==> config.mk <==
export PLATFORM = sky130hd
export DESIGN_NAME = fir_seq_ctrl_flat
export DESIGN_NICKNAME = d
export VERILOG_FILES = /design/src/rtl/fir_seq_ctrl_if.sv /design/src/rtl/fir_seq_ctrl.sv /design/src/flat_wrapper.sv
export SDC_FILE = /design/constraint.sdc
export NUM_CORES = 1
export LEC_CHECK = 0
export ABC_AREA = 0
export CORE_MARGIN = 3
export CORE_UTILIZATION = 35
export DETAILED_ROUTE_END_ITERATION = 10
export PLACE_DENSITY_LB_ADDON = 0.15
export SKIP_LAST_GASP = 1
export SYNTH_ARGS = -nofsm -noshare
export SYNTH_HDL_FRONTEND = slang
export SYNTH_SLANG_ARGS = --single-unit
==> constraint.sdc <==
create_clock -name clk -period 4.25 [get_ports clk]
set_input_delay 1.0625 -clock clk [delete_from_list [all_inputs] [get_ports clk]]
set_output_delay 1.0625 -clock clk [all_outputs]
set_load 0.02 [all_outputs]
==> src/rtl/fir_seq_ctrl_if.sv <==
// fir_seq_ctrl_if
//   Bundles the sample handshake and the queue/FIR control signals of the
//   FIR equalizer scheduler.
//   master : codec/sample side (drives smpl_vld, clr_err, observes status)
//   slave  : fir_seq_ctrl (drives queue and burst control)
//   Signals: smpl_vld, clr_err, wrt_smpl, wr_ptr[AW], rd_ptr[AW], sequencing,
//            out_vld, busy, full, overrun, drop_cnt[8] (only with
//            FIR_SEQ_DROP_CNT_EN defined).
interface fir_seq_ctrl_if #(
  parameter int AW = 11
);
  logic          smpl_vld;
  logic          clr_err;
  logic          wrt_smpl;
  logic [AW-1:0] wr_ptr;
  logic [AW-1:0] rd_ptr;
  logic          sequencing;
  logic          out_vld;
  logic          busy;
  logic          full;
  logic          overrun;
`ifdef FIR_SEQ_DROP_CNT_EN
  logic [7:0]    drop_cnt;
`endif

  modport master (
`ifdef FIR_SEQ_DROP_CNT_EN
    input  drop_cnt,
`endif
    output smpl_vld, clr_err,
    input  wrt_smpl, wr_ptr, rd_ptr, sequencing, out_vld, busy, full, overrun
  );

  modport slave (
`ifdef FIR_SEQ_DROP_CNT_EN
    output drop_cnt,
`endif
    input  smpl_vld, clr_err,
    output wrt_smpl, wr_ptr, rd_ptr, sequencing, out_vld, busy, full, overrun
  );
endinterface

==> src/rtl/fir_seq_ctrl.sv <==
// fir_seq_ctrl
//   Scheduler for the FIR equalizer datapath. Accepted samples are written
//   into a circular queue of DEPTH entries; once TAPS samples have arrived,
//   every accepted sample launches a TAPS-cycle burst that walks the queue
//   from the oldest to the newest sample, followed by a one-cycle out_vld.
//   Samples arriving while a burst (or its DONE cycle) is in progress are
//   dropped and flagged in the sticky overrun bit.
// Ports:
//   clk  : system clock, rising edge
//   rst  : asynchronous reset, active-high
//   bus  : fir_seq_ctrl_if.slave (smpl_vld/clr_err in; queue and burst
//          control, busy/full/overrun status out)
// Optional feature:
//   FIR_SEQ_DROP_CNT_EN : adds the saturating 8-bit drop counter drop_cnt.
// Parameters: TAPS (2..DEPTH), DEPTH (any value), AW (2^AW >= DEPTH).
module fir_seq_ctrl #(
  parameter int TAPS  = 1021,
  parameter int DEPTH = 1536,
  parameter int AW    = 11
) (
  input  logic          clk,
  input  logic          rst,
  fir_seq_ctrl_if.slave bus
);

  localparam int FW = $clog2(TAPS + 1);
  localparam int TW = $clog2(TAPS);

  localparam logic [AW-1:0] ZERO_A  = AW'(0);
  localparam logic [AW-1:0] ONE_A   = AW'(1);
  localparam logic [AW-1:0] LAST_A  = AW'(DEPTH - 1);
  localparam logic [AW-1:0] TM1_A   = AW'(TAPS - 1);
  localparam logic [AW-1:0] BACK_A  = AW'(DEPTH - (TAPS - 1));
  localparam logic [FW-1:0] ZERO_F  = FW'(0);
  localparam logic [FW-1:0] ONE_F   = FW'(1);
  localparam logic [FW-1:0] TAPS_F  = FW'(TAPS);
  localparam logic [TW-1:0] ZERO_T  = TW'(0);
  localparam logic [TW-1:0] ONE_T   = TW'(1);
  localparam logic [TW-1:0] LAST_T  = TW'(TAPS - 1);

  typedef enum logic [1:0] {
    ST_IDLE = 2'd0,
    ST_SEQ  = 2'd1,
    ST_DONE = 2'd2
  } state_t;

  state_t        state_r, state_nxt_s;
  logic [AW-1:0] wr_ptr_r, rd_ptr_r;
  logic [FW-1:0] fill_r;
  logic [TW-1:0] tap_r;
  logic          overrun_r;

  logic          wrt_smpl_s, drop_s, seq_start_s;
  logic [AW-1:0] wr_nxt_s, rd_nxt_s, rd_load_s;
  logic [FW-1:0] fill_post_s;
  logic          sequencing_s, out_vld_s, busy_s;

  // Write qualification, pointer wrap and burst start address.
  always_comb begin
    wrt_smpl_s  = bus.smpl_vld && (state_r == ST_IDLE) && !rst;
    drop_s      = bus.smpl_vld && (state_r != ST_IDLE);
    wr_nxt_s    = (wr_ptr_r == LAST_A) ? ZERO_A : (wr_ptr_r + ONE_A);
    rd_nxt_s    = (rd_ptr_r == LAST_A) ? ZERO_A : (rd_ptr_r + ONE_A);
    // Oldest sample sits TAPS-1 entries behind the one just written.
    if (wr_ptr_r >= TM1_A) begin
      rd_load_s = wr_ptr_r - TM1_A;
    end else begin
      rd_load_s = wr_ptr_r + BACK_A;
    end
    fill_post_s = (fill_r == TAPS_F) ? TAPS_F : (fill_r + ONE_F);
    seq_start_s = wrt_smpl_s && (fill_post_s == TAPS_F);
  end

  // FSM state register.
  always_ff @(posedge clk or posedge rst) begin
    if (rst) begin
      state_r <= ST_IDLE;
    end else begin
      state_r <= state_nxt_s;
    end
  end

  // FSM next-state logic.
  always_comb begin
    state_nxt_s = ST_IDLE;
    case (state_r)
      ST_IDLE: begin
        if (seq_start_s) begin
          state_nxt_s = ST_SEQ;
        end else begin
          state_nxt_s = ST_IDLE;
        end
      end
      ST_SEQ: begin
        if (tap_r == LAST_T) begin
          state_nxt_s = ST_DONE;
        end else begin
          state_nxt_s = ST_SEQ;
        end
      end
      ST_DONE: state_nxt_s = ST_IDLE;
      default: state_nxt_s = ST_IDLE;
    endcase
  end

  // FSM output decode.
  always_comb begin
    sequencing_s = 1'b0;
    out_vld_s    = 1'b0;
    busy_s       = 1'b0;
    case (state_r)
      ST_IDLE: begin
        busy_s = 1'b0;
      end
      ST_SEQ: begin
        sequencing_s = 1'b1;
        busy_s       = 1'b1;
      end
      ST_DONE: begin
        out_vld_s = 1'b1;
        busy_s    = 1'b1;
      end
      default: begin
        busy_s = 1'b0;
      end
    endcase
  end

  // Queue pointers, fill count and tap counter.
  always_ff @(posedge clk or posedge rst) begin
    if (rst) begin
      wr_ptr_r <= ZERO_A;
      rd_ptr_r <= ZERO_A;
      fill_r   <= ZERO_F;
      tap_r    <= ZERO_T;
    end else begin
      case (state_r)
        ST_IDLE: begin
          if (wrt_smpl_s) begin
            wr_ptr_r <= wr_nxt_s;
            fill_r   <= fill_post_s;
          end
          if (seq_start_s) begin
            rd_ptr_r <= rd_load_s;
            tap_r    <= ZERO_T;
          end
        end
        ST_SEQ: begin
          // rd_ptr holds on the final tap so it still shows W afterwards.
          if (tap_r == LAST_T) begin
            tap_r <= ZERO_T;
          end else begin
            tap_r    <= tap_r + ONE_T;
            rd_ptr_r <= rd_nxt_s;
          end
        end
        ST_DONE: begin
          tap_r <= ZERO_T;
        end
        default: begin
          tap_r <= ZERO_T;
        end
      endcase
    end
  end

  // Sticky overrun flag; a new drop wins over clr_err.
  always_ff @(posedge clk or posedge rst) begin
    if (rst) begin
      overrun_r <= 1'b0;
    end else if (drop_s) begin
      overrun_r <= 1'b1;
    end else if (bus.clr_err) begin
      overrun_r <= 1'b0;
    end else begin
      overrun_r <= overrun_r;
    end
  end

`ifdef FIR_SEQ_DROP_CNT_EN
  logic [7:0] drop_cnt_r;

  // Saturating drop counter; a drop coinciding with clr_err counts as the first.
  always_ff @(posedge clk or posedge rst) begin
    if (rst) begin
      drop_cnt_r <= 8'd0;
    end else if (drop_s && bus.clr_err) begin
      drop_cnt_r <= 8'd1;
    end else if (bus.clr_err) begin
      drop_cnt_r <= 8'd0;
    end else if (drop_s && (drop_cnt_r != 8'd255)) begin
      drop_cnt_r <= drop_cnt_r + 8'd1;
    end else begin
      drop_cnt_r <= drop_cnt_r;
    end
  end

  assign bus.drop_cnt = drop_cnt_r;
`endif

  assign bus.wrt_smpl   = wrt_smpl_s;
  assign bus.wr_ptr     = wr_ptr_r;
  assign bus.rd_ptr     = rd_ptr_r;
  assign bus.sequencing = sequencing_s;
  assign bus.out_vld    = out_vld_s;
  assign bus.busy       = busy_s;
  assign bus.full       = (fill_r == TAPS_F);
  assign bus.overrun    = overrun_r;

endmodule

==> src/flat_wrapper.sv <==
// flat-port wrapper written by rule: the top's interface ports become plain ports
module fir_seq_ctrl_flat 
#(
  parameter int TAPS  = 1021,
  parameter int DEPTH = 1536,
  parameter int AW    = 11
)
  (clk, rst, bus_smpl_vld, bus_clr_err, bus_wrt_smpl, bus_wr_ptr, bus_rd_ptr, bus_sequencing, bus_out_vld, bus_busy, bus_full, bus_overrun);
  fir_seq_ctrl_if #(.AW(AW)) bus_i ();
  input  logic clk;
  input  logic rst;
  input wire logic [$bits(bus_i.smpl_vld)-1:0] bus_smpl_vld;
  input wire logic [$bits(bus_i.clr_err)-1:0] bus_clr_err;
  output wire logic [$bits(bus_i.wrt_smpl)-1:0] bus_wrt_smpl;
  output wire logic [$bits(bus_i.wr_ptr)-1:0] bus_wr_ptr;
  output wire logic [$bits(bus_i.rd_ptr)-1:0] bus_rd_ptr;
  output wire logic [$bits(bus_i.sequencing)-1:0] bus_sequencing;
  output wire logic [$bits(bus_i.out_vld)-1:0] bus_out_vld;
  output wire logic [$bits(bus_i.busy)-1:0] bus_busy;
  output wire logic [$bits(bus_i.full)-1:0] bus_full;
  output wire logic [$bits(bus_i.overrun)-1:0] bus_overrun;
  assign bus_i.smpl_vld = bus_smpl_vld;
  assign bus_i.clr_err = bus_clr_err;
  assign bus_wrt_smpl = bus_i.wrt_smpl;
  assign bus_wr_ptr = bus_i.wr_ptr;
  assign bus_rd_ptr = bus_i.rd_ptr;
  assign bus_sequencing = bus_i.sequencing;
  assign bus_out_vld = bus_i.out_vld;
  assign bus_busy = bus_i.busy;
  assign bus_full = bus_i.full;
  assign bus_overrun = bus_i.overrun;
  fir_seq_ctrl #(.TAPS(TAPS), .DEPTH(DEPTH), .AW(AW)) u_core (.clk(clk), .rst(rst), .bus(bus_i));
endmodule
==> impl_results.md, run 1 <==
* I/O Buffers at 31
* Mapped Nets at between 300 and 400
* Syn Std Cell Area at 2650 sq um
* Most frequent cells in the layout: 45 x dfrtp_1, 31 x clkdlybuf4s50_1, 27 x nand2_1
* Final Skew at roughly 15 ps
* Area of the multi-input gates at about 1400 sq um
* Sequential share of the synthesized area at between 40% and 50%
* Final ANT Viol Nets at 0
* Fillers at ~730
* CP Launch Type: input pin
* EDFF count, synth at 0
* CP Class: in2out
* Gpl congestion at a little over 0.8
* RSZ-0062 raised after global routing: false
* Hold WS at a little under 500 ps
* Crit path buf inv count at 3
* Initial Utilization at 36.34%
* Via count at about 2300
* First-pass GRT wire length at approximately 10 mm
* CP Capture Type: output pin
* Die Span Y at roughly 93 um
* Remaining DRCs at 0
* Die width at about 93 um
* Postcts setup bufs at 0
* Max Cap Viol at 0
* Slowest cell on the critical path: clkdlybuf4s50_1
* Worst path required time at between 3000 and 4000 ps
* Outcome: finished clean
* Clock sink count at 45
* H-Tree Depth at 2
* Final hold violation count at 0
* Initial DRC Count at roughly 170
* Max-Slew Margin vs Limit at a little over two fifths
* Final wirelength at roughly 6 mm
* Clk root buf: clkbuf_8
* Worst Max-Slew Pin Slew at approximately 860 ps
* Top_reg_cell synth: dfrtp_1
* CP top delay family: buffers and inverters
* Post-synthesis cell type count at 47
* Io pins at 32
* Max IR drop VDD at approximately 0.13 mV
* Hold-fix buffer count after cts at 0
* Antenna cell count at 0
* Slew Limit Fails at 0
* Cell Pwr Density at 226.9 nW/um^2
* Final setup vio count at 0
* Worst path arrival time at ~2600 ps
* Pwr Total at 714.2 uW
* Largest net degree at the start of global routing at 46
* Drt first pass iters at 5
* Critical path fanouts, max at 7
* Cells after Synth at 296
* Via density at roughly 5.3
* Seq cells post-synth at 45
* Synth Area per Inst at ~9 sq um
* Area growth, synth to finish at 18.79%
* Most used cell, CP: clkdlybuf4s50_1
* Critical-path cell list: clkdlybuf4s50_1 -> nand3_1 -> inv_1 -> clkdlybuf4s50_1
* Clock slew at reported path FFs at around 80 ps
* Core box area at around 7300 sq um
* Vias in the first global route at between 2000 and 2500
* Std cell rows at 31
* Die footprint at between 8000 and 9000 sq um
* CTS tree: built
* Fraction of layout cells with a size suffix above 1 at under 10%
* GRT overflow at 0
* Initial antenna violation count at 0
* Crit path largest cell delay at 620 ps
* F_max at between 0.2 and 0.3 GHz
* Yosys warns at 0
* Period utilization at 85.47%
* Wirelength per Cell at between 10 and 15 um
* Most common cell after layout, fill and taps aside: dfrtp_1
* CTS Buffer Depth at 2
* Hold crit path type: reg2reg
* FF/Latch Area at between 1000 and 1500 sq um
* Resize count post-CTS at 0
* Asr flop ratio synth at between 90% and 100%
* Hpwl dp at about 4.3 mm
* Min Tclk post-route at roughly 3600 ps
* GRT Total Usage at about 14%
* Sum Neg Setup Slack at 0 ps
* Final #Nets at 342
* Number of buffers created by CTS at 5
* Leak pwr at 0.001334 uW
* Worst-Skew Late Latency at around 290 ps
[sequential cells by signal, summed over array words and instances (netlist names)]
signal              cells
u_core.bus.rd_ptr      11
u_core.bus.wr_ptr      11
u_core.fill_r          10
u_core.tap_r           10
u_core.state_r          2
u_core.bus.overrun      1
[path summary, 6_finish.rpt]
| path | from | endpoint | slack (ps) | cells after the start |
|---|---|---|---|---|
| setup / recovery | bus_smpl_vld | bus_wrt_smpl | 620 | 4 |
| hold / removal | u_core.fill_r[6]$_DFFE_PP0P_ | u_core.fill_r[6]$_DFFE_PP0P_ | 480 | 1 |
| setup reg to reg | u_core.fill_r[0]$_DFFE_PP0P_ | u_core.bus.rd_ptr[0]$_DFFE_PP0P_ | 1480 | 8 |
| hold reg to reg | u_core.fill_r[6]$_DFFE_PP0P_ | u_core.fill_r[6]$_DFFE_PP0P_ | 480 | 1 |
| max in group asynchronous | rst | u_core.fill_r[1]$_DFFE_PP0P_ | 2600 | 3 |
| min in group asynchronous | rst | u_core.tap_r[4]$_DFFE_PP0P_ | 1250 | 3 |
[Yosys cell counts, types with 2 or more instances]
cell | count | area share (%)
nor2b_1 | 3 | 0.71
nor3_1 | 4 | 0.76
a41oi_1 | 2 | 0.66
mux2_2 | 3 | 1.3
buf_2 | 3 | 0.57
and2_1 | 2 | 0.47
xnor2_1 | 5 | 1.7
ha_1 | 11 | 5.2
o21a_1 | 2 | 0.57
o31ai_1 | 6 | 1.7
nand3_1 | 19 | 3.6
xor2_1 | 8 | 2.6
nand4_1 | 5 | 1.2
clkbuf_1 | 6 | 0.85
nand2_1 | 27 | 3.8
o21ai_1 | 3 | 0.57
nand2b_1 | 6 | 1.4
and4_1 | 2 | 0.66
dfrtp_1 | 45 | 42
a21oi_1 | 11 | 2.1
o211ai_1 | 3 | 0.85
or3_1 | 4 | 0.94
inv_1 | 21 | 3.0
nor2_1 | 23 | 3.3
nand3b_1 | 3 | 0.85
nor4_1 | 2 | 0.47
a31oi_1 | 5 | 1.2
and3_1 | 7 | 1.7
o32ai_1 | 2 | 0.66
a22o_1 | 7 | 2.3
mux2i_1 | 2 | 0.76
o221ai_1 | 4 | 1.3
o21ai_0 | 26 | 4.9
[per-layer routing]
layer | wire (um) | GRT usage (%) | share of wire, %
met5 | 0 | 0 | 0
met3 | 217 | 2.977 | 3.6
met2 | 2681 | 21.36 | 45
met4 | 38 | 4.029 | 0.63
met1 | 3050 | 20.77 | 51
[power breakdown]
part           internal [uW]  switching (uW)  leakage [uW]
logic                   4.62            10.5      0.000710
registers                428           0.381      0.000580
clock network            129             142     0.0000433
[stage by stage]
step | cells | cell area (sq um) | setup slack, ps | util, %
2_1_floorplan | 296 | 2650 | 253.9 | -
3_3_place_gp | 419 | 3058 | 612.0 | 41.94
3_5_place_dp | 419 | 3058 | 615.6 | 41.94
4_1_cts | 426 | 3148 | 602.4 | 43.17
5_1_grt | 426 | 3148 | 480.5 | 43.17
6_report | 426 | 3148 | 617.4 | 43.17
[cell families after synthesis]
family | count (synthesis) | share of synthesized area (%)
buf+inv | 32 | 5.099
compound gates | 80 | 20.21
simple gates | 110 | 20.68
fa+ha+maj | 11 | 5.194
xor+xnor | 13 | 4.297
mux | 5 | 2.030
flops | 45 | 42.49
[final cells by class]
type                    instances  area share, %
inverters                      21          2.504
multi-input cells             219          44.12
well taps                      99          3.935
clock buffers                   6          2.623
clock inverters                 1         0.2385
repair buffers                 35          10.81
flip-flops and latches         45          35.77
(Power assumes the default switching activity.)
==> run 2, diff against run 1 <==
HOLD_SLACK_MARGIN = 0.12   (was default)
SLEW_MARGIN = 25   (was default)
==> results of run 2 <==
Same layout as run 1: the final DEF is identical, and so are final timing and power.
